===== config.mk =====
export PLATFORM = sky130hd
export DESIGN_NAME = instr_fetch_seq
export DESIGN_NICKNAME = d
export VERILOG_FILES = /design/src/rtl/instr_fetch_seq_pkg.sv /design/src/rtl/ext_word_count.sv /design/src/rtl/instr_fetch_seq.sv
export SDC_FILE = /design/constraint.sdc
export NUM_CORES = 1
export LEC_CHECK = 0
export BUFFER_PORTS_ARGS = -buffer_cell sky130_fd_sc_hd__clkbuf_2
export CORE_AREA = 2 2 109 111
export CTS_BUF_LIST = sky130_fd_sc_hd__clkbuf_8
export CTS_CLUSTER_DIAMETER = 100
export DETAILED_ROUTE_END_ITERATION = 10
export DIE_AREA = 0 0 111 113
export PLACE_DENSITY = 0.59
export SYNTH_ARGS = -nofsm -noshare
export SYNTH_HDL_FRONTEND = slang
export SYNTH_SLANG_ARGS = --single-unit

===== constraint.sdc =====
create_clock -name clk -period 2.19 [get_ports clk]
set_input_delay 0.1095 -clock clk [delete_from_list [all_inputs] [get_ports clk]]
set_output_delay 0.1095 -clock clk [all_outputs]
set_load 0.005 [all_outputs]

===== src/rtl/instr_fetch_seq_pkg.sv =====
// rtl/instr_fetch_seq_pkg.sv - shared encodings for the instruction fetch sequencer
package instr_fetch_seq_pkg;

  localparam logic [1:0] FMT_ILLEGAL = 2'd0;
  localparam logic [1:0] FMT_I       = 2'd1;
  localparam logic [1:0] FMT_II      = 2'd2;
  localparam logic [1:0] FMT_JUMP    = 2'd3;

  typedef enum logic [2:0] {
    FS_RESET     = 3'd0,
    FS_FETCH_OP  = 3'd1,
    FS_FETCH_SRC = 3'd2,
    FS_FETCH_DST = 3'd3,
    FS_ISSUE     = 3'd4
  } fetch_state_e;

  localparam logic [3:0] REG_PC = 4'd0;
  localparam logic [3:0] REG_SR = 4'd2;
  localparam logic [3:0] REG_CG = 4'd3;

  localparam logic [1:0] AM_REGISTER     = 2'b00;
  localparam logic [1:0] AM_INDEXED      = 2'b01;
  localparam logic [1:0] AM_INDIRECT     = 2'b10;
  localparam logic [1:0] AM_INDIRECT_INC = 2'b11;

  function automatic logic [1:0] decode_fmt(input logic [15:0] op);
    logic [1:0] f;
    if (op[15:13] == 3'b001) begin
      f = FMT_JUMP;
    end else if (op[15:12] == 4'b0001) begin
      f = FMT_II;
    end else if (op[15:12] >= 4'b0100) begin
      f = FMT_I;
    end else begin
      f = FMT_ILLEGAL;
    end
    return f;
  endfunction

endpackage


===== src/rtl/ext_word_count.sv =====
// rtl/ext_word_count.sv - opcode format and extension-word requirement decode
module ext_word_count
  import instr_fetch_seq_pkg::*;
(
  input  logic [15:0] op_word_i,
  output logic [1:0]  fmt_o,
  output logic        need_src_o,
  output logic        need_dst_o
);

  logic [1:0] as_mode;
  logic [3:0] rs;

  always_comb begin
    fmt_o      = decode_fmt(op_word_i);
    as_mode    = op_word_i[5:4];
    rs         = (fmt_o == FMT_II) ? op_word_i[3:0] : op_word_i[11:8];
    need_src_o = 1'b0;
    need_dst_o = 1'b0;
    // R3 is always the constant generator; R2 only generates constants in the indirect modes
    if ((fmt_o == FMT_I) || (fmt_o == FMT_II)) begin
      if (rs != REG_CG) begin
        if (as_mode == AM_INDEXED) begin
          need_src_o = 1'b1;
        end else if ((as_mode == AM_INDIRECT_INC) && (rs == REG_PC)) begin
          need_src_o = 1'b1;
        end
      end
      need_dst_o = (fmt_o == FMT_I) && op_word_i[7];
    end
  end

endmodule


===== src/rtl/instr_fetch_seq.sv =====
// rtl/instr_fetch_seq.sv - fetches opcode plus extension words and issues one bundle
module instr_fetch_seq
  import instr_fetch_seq_pkg::*;
#(
  parameter int               ADDR_W   = 16,
  parameter int               DATA_W   = 16,
  parameter logic [ADDR_W-1:0] RESET_PC = 16'hC000,
  parameter int               PC_INC   = 2
) (
  input  logic              clk,
  input  logic              rst,
  output logic              mem_req,
  output logic [ADDR_W-1:0] mem_addr,
  input  logic [DATA_W-1:0] mem_rdata,
  input  logic              mem_ack,
  input  logic              pc_load,
  input  logic [ADDR_W-1:0] pc_load_val,
  output logic [ADDR_W-1:0] pc_out,
  output logic [DATA_W-1:0] ir,
  output logic [DATA_W-1:0] src_ext,
  output logic [DATA_W-1:0] dst_ext,
  output logic              has_src_ext,
  output logic              has_dst_ext,
  output logic [1:0]        fmt,
  output logic [ADDR_W-1:0] ir_pc,
  output logic              issue_valid,
  input  logic              exec_ready
);

  fetch_state_e      state_q;
  logic [ADDR_W-1:0] pc_q;
  logic [ADDR_W-1:0] pc_d;
  logic              mem_req_q;
  logic              issue_valid_q;
  logic [DATA_W-1:0] ir_q;
  logic [DATA_W-1:0] src_ext_q;
  logic [DATA_W-1:0] dst_ext_q;
  logic              has_src_q;
  logic              has_dst_q;
  logic [1:0]        fmt_q;
  logic [ADDR_W-1:0] ir_pc_q;
  logic              need_dst_q;

  logic [1:0] dec_fmt;
  logic       dec_need_src;
  logic       dec_need_dst;

  ext_word_count u_ext_word_count (
    .op_word_i  (mem_rdata[15:0]),
    .fmt_o      (dec_fmt),
    .need_src_o (dec_need_src),
    .need_dst_o (dec_need_dst)
  );

  assign pc_d = pc_q + ADDR_W'(PC_INC);

  always_ff @(posedge clk) begin
    if (rst) begin
      state_q       <= FS_RESET;
      pc_q          <= RESET_PC;
      mem_req_q     <= 1'b0;
      issue_valid_q <= 1'b0;
      ir_q          <= '0;
      src_ext_q     <= '0;
      dst_ext_q     <= '0;
      has_src_q     <= 1'b0;
      has_dst_q     <= 1'b0;
      fmt_q         <= FMT_ILLEGAL;
      ir_pc_q       <= '0;
      need_dst_q    <= 1'b0;
    end else if (pc_load && (state_q != FS_RESET)) begin
      // Redirect wins over any ack this cycle; the fetched word is dropped
      state_q       <= FS_FETCH_OP;
      pc_q          <= pc_load_val;
      mem_req_q     <= 1'b1;
      issue_valid_q <= 1'b0;
      has_src_q     <= 1'b0;
      has_dst_q     <= 1'b0;
    end else begin
      case (state_q)
        FS_RESET: begin
          state_q   <= FS_FETCH_OP;
          mem_req_q <= 1'b1;
        end
        FS_FETCH_OP: begin
          if (mem_ack) begin
            ir_q       <= mem_rdata;
            ir_pc_q    <= pc_q;
            fmt_q      <= dec_fmt;
            src_ext_q  <= '0;
            dst_ext_q  <= '0;
            has_src_q  <= 1'b0;
            has_dst_q  <= 1'b0;
            need_dst_q <= dec_need_dst;
            pc_q       <= pc_d;
            if (dec_need_src) begin
              state_q <= FS_FETCH_SRC;
            end else if (dec_need_dst) begin
              state_q <= FS_FETCH_DST;
            end else begin
              state_q       <= FS_ISSUE;
              mem_req_q     <= 1'b0;
              issue_valid_q <= 1'b1;
            end
          end
        end
        FS_FETCH_SRC: begin
          if (mem_ack) begin
            src_ext_q <= mem_rdata;
            has_src_q <= 1'b1;
            pc_q      <= pc_d;
            if (need_dst_q) begin
              state_q <= FS_FETCH_DST;
            end else begin
              state_q       <= FS_ISSUE;
              mem_req_q     <= 1'b0;
              issue_valid_q <= 1'b1;
            end
          end
        end
        FS_FETCH_DST: begin
          if (mem_ack) begin
            dst_ext_q     <= mem_rdata;
            has_dst_q     <= 1'b1;
            pc_q          <= pc_d;
            state_q       <= FS_ISSUE;
            mem_req_q     <= 1'b0;
            issue_valid_q <= 1'b1;
          end
        end
        FS_ISSUE: begin
          if (exec_ready) begin
            state_q       <= FS_FETCH_OP;
            mem_req_q     <= 1'b1;
            issue_valid_q <= 1'b0;
          end
        end
        default: begin
          state_q       <= FS_RESET;
          mem_req_q     <= 1'b0;
          issue_valid_q <= 1'b0;
        end
      endcase
    end
  end

  assign mem_req     = mem_req_q;
  assign mem_addr    = pc_q;
  assign pc_out      = pc_q;
  assign ir          = ir_q;
  assign src_ext     = src_ext_q;
  assign dst_ext     = dst_ext_q;
  assign has_src_ext = has_src_q;
  assign has_dst_ext = has_dst_q;
  assign fmt         = fmt_q;
  assign ir_pc       = ir_pc_q;
  assign issue_valid = issue_valid_q;

endmodule


==> run summary <==
Std cell rows: 39
FF-to-FF path depth: 5
FF-to-FF setup slack: 250 ps
GRT Total Usage: 17.0%
Unique masters post-synth: 50
CTS max path bufs: 2
Number of gates resized after CTS: 0
Slowest cell delay on critical path: 620 ps
Cts hold-fix bufs: 9
Wire length per cell: 15.0 um
Core box area: 11300 sq um
Final Max Tran Viols: 0
Antenna diode count: 0
# Post-CTS Setup Buffers: 0
Area leader, netlist: dfxtp_1
Post-synth top flop: dfxtp_1
Total wire length: 11000 um
Top cells by area, synth: dfxtp_1 46%, nand2_1 9.5%, a21oi_1 7.1%
CP top delay family: simple AND/OR/NAND/NOR gates
Synth Warn #: 0
Critical path type: flop to flop
# DRC: 0
Fmax: 516 MHz
Setup TNS: 0 ps
Slowest-stage cell, CP: dfxtp_1
First-pass GRT wire length: 17100 um
Buffer and inverter count on the worst path: 0
Worst Setup Start Kind: flop
Post-DP HPWL: 7950 um
End of the critical path: mem_addr[7]
Asr flop ratio synth: 0%
Share of cells above drive strength 1: 32.7%
DR top layer: met4
Mapped Avg Cell Area: 8.51 sq um
Seq cells post-synth: 90
Post-layout nets: 624
CP Depth: 5
Synthesis-to-layout area growth: 24.7%
CTS tree: built
Clock skew: 6.65 ps
Final period utilization: 88.5%
Mapped Area: 3930 sq um
Initial antenna violation count: 0
Gr ovfl total: 0
Worst relative slew slack: 52.3%
Arrival time of the worst setup path: 2210 ps
Root Driver: clkbuf_8
R2R Path Start: state_q[1]
Io pins: 139
Max_cap viols: 0
Die W: 111 um
Clk_lat worst skew: 360 ps
Iter 0 DRT Violations: 160
Die Footprint: 12500 sq um
Starting Density: 34.8%
Met3 wire len: 732 um
Kind of path behind the tightest hold check: primary input to flop
Cell Chain, Critical Path: nor2_1 > and4bb_1 > nand4_1 > xor2_1 > a211oi_1
Worst-path clk slew: 90 ps
TritonRoute pass-1 iters: 4
Drt via density: 5.00
Clock H-tree levels: 3
Max VDD drop: 289 uV
FF/Latch Area: 1800 sq um
Synth top cells by count: 99 x nand2_1, 90 x dfxtp_1, 56 x a21oi_1
Worst Path Max Fanout: 13
Syn nets: 499
Worst Setup SP: state_q[1]
CTS buffer count: 9
Fill cell count: 1139
Sequential share of the synthesized area: 45.9%
Final setup viols: 0
Most common cell in the synthesized netlist: nand2_1
Vias: 3665
Leakage: 0.00201 uW
Fin. Hold Viols: 0
Wl on met1: 5180 um
Largest net degree at the start of global routing: 50
RSZ-0062 raised after global routing: false
Top cell type's share of synthesized area: 45.9%
R2r endpoint: mem_addr[7]
Placer Congestion: 0.809
Status: finished, final reports clean
Util after Layout: 43.4%
Count of nets left with antenna violations after detail routing: 0
Post-synth EDFFs: 0
Synth Instances: 461
Met2 WL: 4980 um
Vias in the first global route: 3259
Multi-input gate area: 1850 sq um
Pwr per Cell Area: 670 nW/um^2
Slew at the pin closest to its max-slew limit: 715 ps
Period minus WS final: 1940 ps
Crit. End Element: flop
CP required: 2470 ps
Sink Count: 90
Chip height: 113 um
Buffers on Ports: 138
==> final cells by class <==
| cell class | instances | share of cell area [%] |
|---|---|---|
| clock buffer | 9 | 2.53 |
| clock inverter | 6 | 0.562 |
| inverter | 5 | 0.383 |
| multi-input combinational | 320 | 37.8 |
| sequential | 90 | 36.8 |
| tap | 143 | 3.66 |
| timing repair buffer | 160 | 18.3 |
==> layout by cell type (no fill, tap or decap), types with 10 or more instances in the layout <==
| cell | netlist | routed |
|---|---|---|
| a211oi_1 | 12 | 12 |
| a21oi_1 | 56 | 56 |
| a22oi_2 | 10 | 10 |
| buf_4 | 18 | 11 |
| clkbuf_2 | 0 | 137 |
| dfxtp_1 | 90 | 90 |
| dlygate4sd3_1 | 0 | 10 |
| nand2_1 | 99 | 99 |
| nand3_1 | 22 | 22 |
| nor2_1 | 25 | 25 |
| nor2_2 | 10 | 10 |
| xor2_1 | 11 | 11 |
==> worst reg2reg max path, stage by stage, from the launching register on <==
cell and delay, ps:
dfxtp_1 620, nor2_1 230, and4bb_1 470, nand4_1 150
xor2_1 160, a211oi_1 220
==> stage by stage <==
step | instances | worst slack (ps) | instance area [sq um] | hold slack (ps) | power, uW
6_report | 733 | 252 | 4890 | 36.3 | 3280
3_3_place_gp | 708 | 356 | 4640 | 338 | 2350
3_5_place_dp | 708 | 265 | 4640 | 346 | 2360
5_1_grt | 733 | 35.7 | 4890 | 12.2 | 3440
2_1_floorplan | 461 | 470 | 3930 | 244 | 2150
4_1_cts | 732 | 231 | 4880 | 0.914 | 3320
==> report_power, final <==
part / internal, uW / switching, uW / total [uW]
Combinational: 221 / 308 / 529
Clock: 390 / 559 / 949
Sequential: 1710 / 91.1 / 1800
Total: 2320 / 958 / 3280
==> metal layers <==
metal  vias to the layer above  track usage, %
li1                       1828               -
met1                      1709            23.2
met2                       118            26.1
met3                        10            5.41
met4                         0            4.25
met5                         -               0
==> registers in the layout, summed over array words and instances (netlist names) <==
signal / count
ir: 16
fmt: 2
issue_valid: 1
src_ext: 16
mem_req: 1
state_q: 3
has_dst_ext: 1
has_src_ext: 1
dst_ext: 16
ir_pc: 16
mem_addr: 16
need_dst_q: 1
==> worst min-delay path by stage <==
stage                               from           to  slack, ps  cells after the start
after floorplan            mem_rdata[10]  dst_ext[10]        240                      2
after global placement    pc_load_val[0]  mem_addr[0]        340                      3
after detailed placement  pc_load_val[0]  mem_addr[0]        350                      3
after CTS                 pc_load_val[7]  mem_addr[7]        0.9                      3
after global routing      pc_load_val[6]  mem_addr[6]         10                      3
final                     pc_load_val[2]  mem_addr[2]         40                      3
==> kinds of logic after synthesis <==
group,share of synthesized area [%]
compound gates,18.4
xor+xnor,3.12
fa+ha+maj,0.319
buf+inv,7.30
flops,45.9
mux,0.797
simple gates,24.2
No activity file was read; power rests on OpenSTA's default activity.
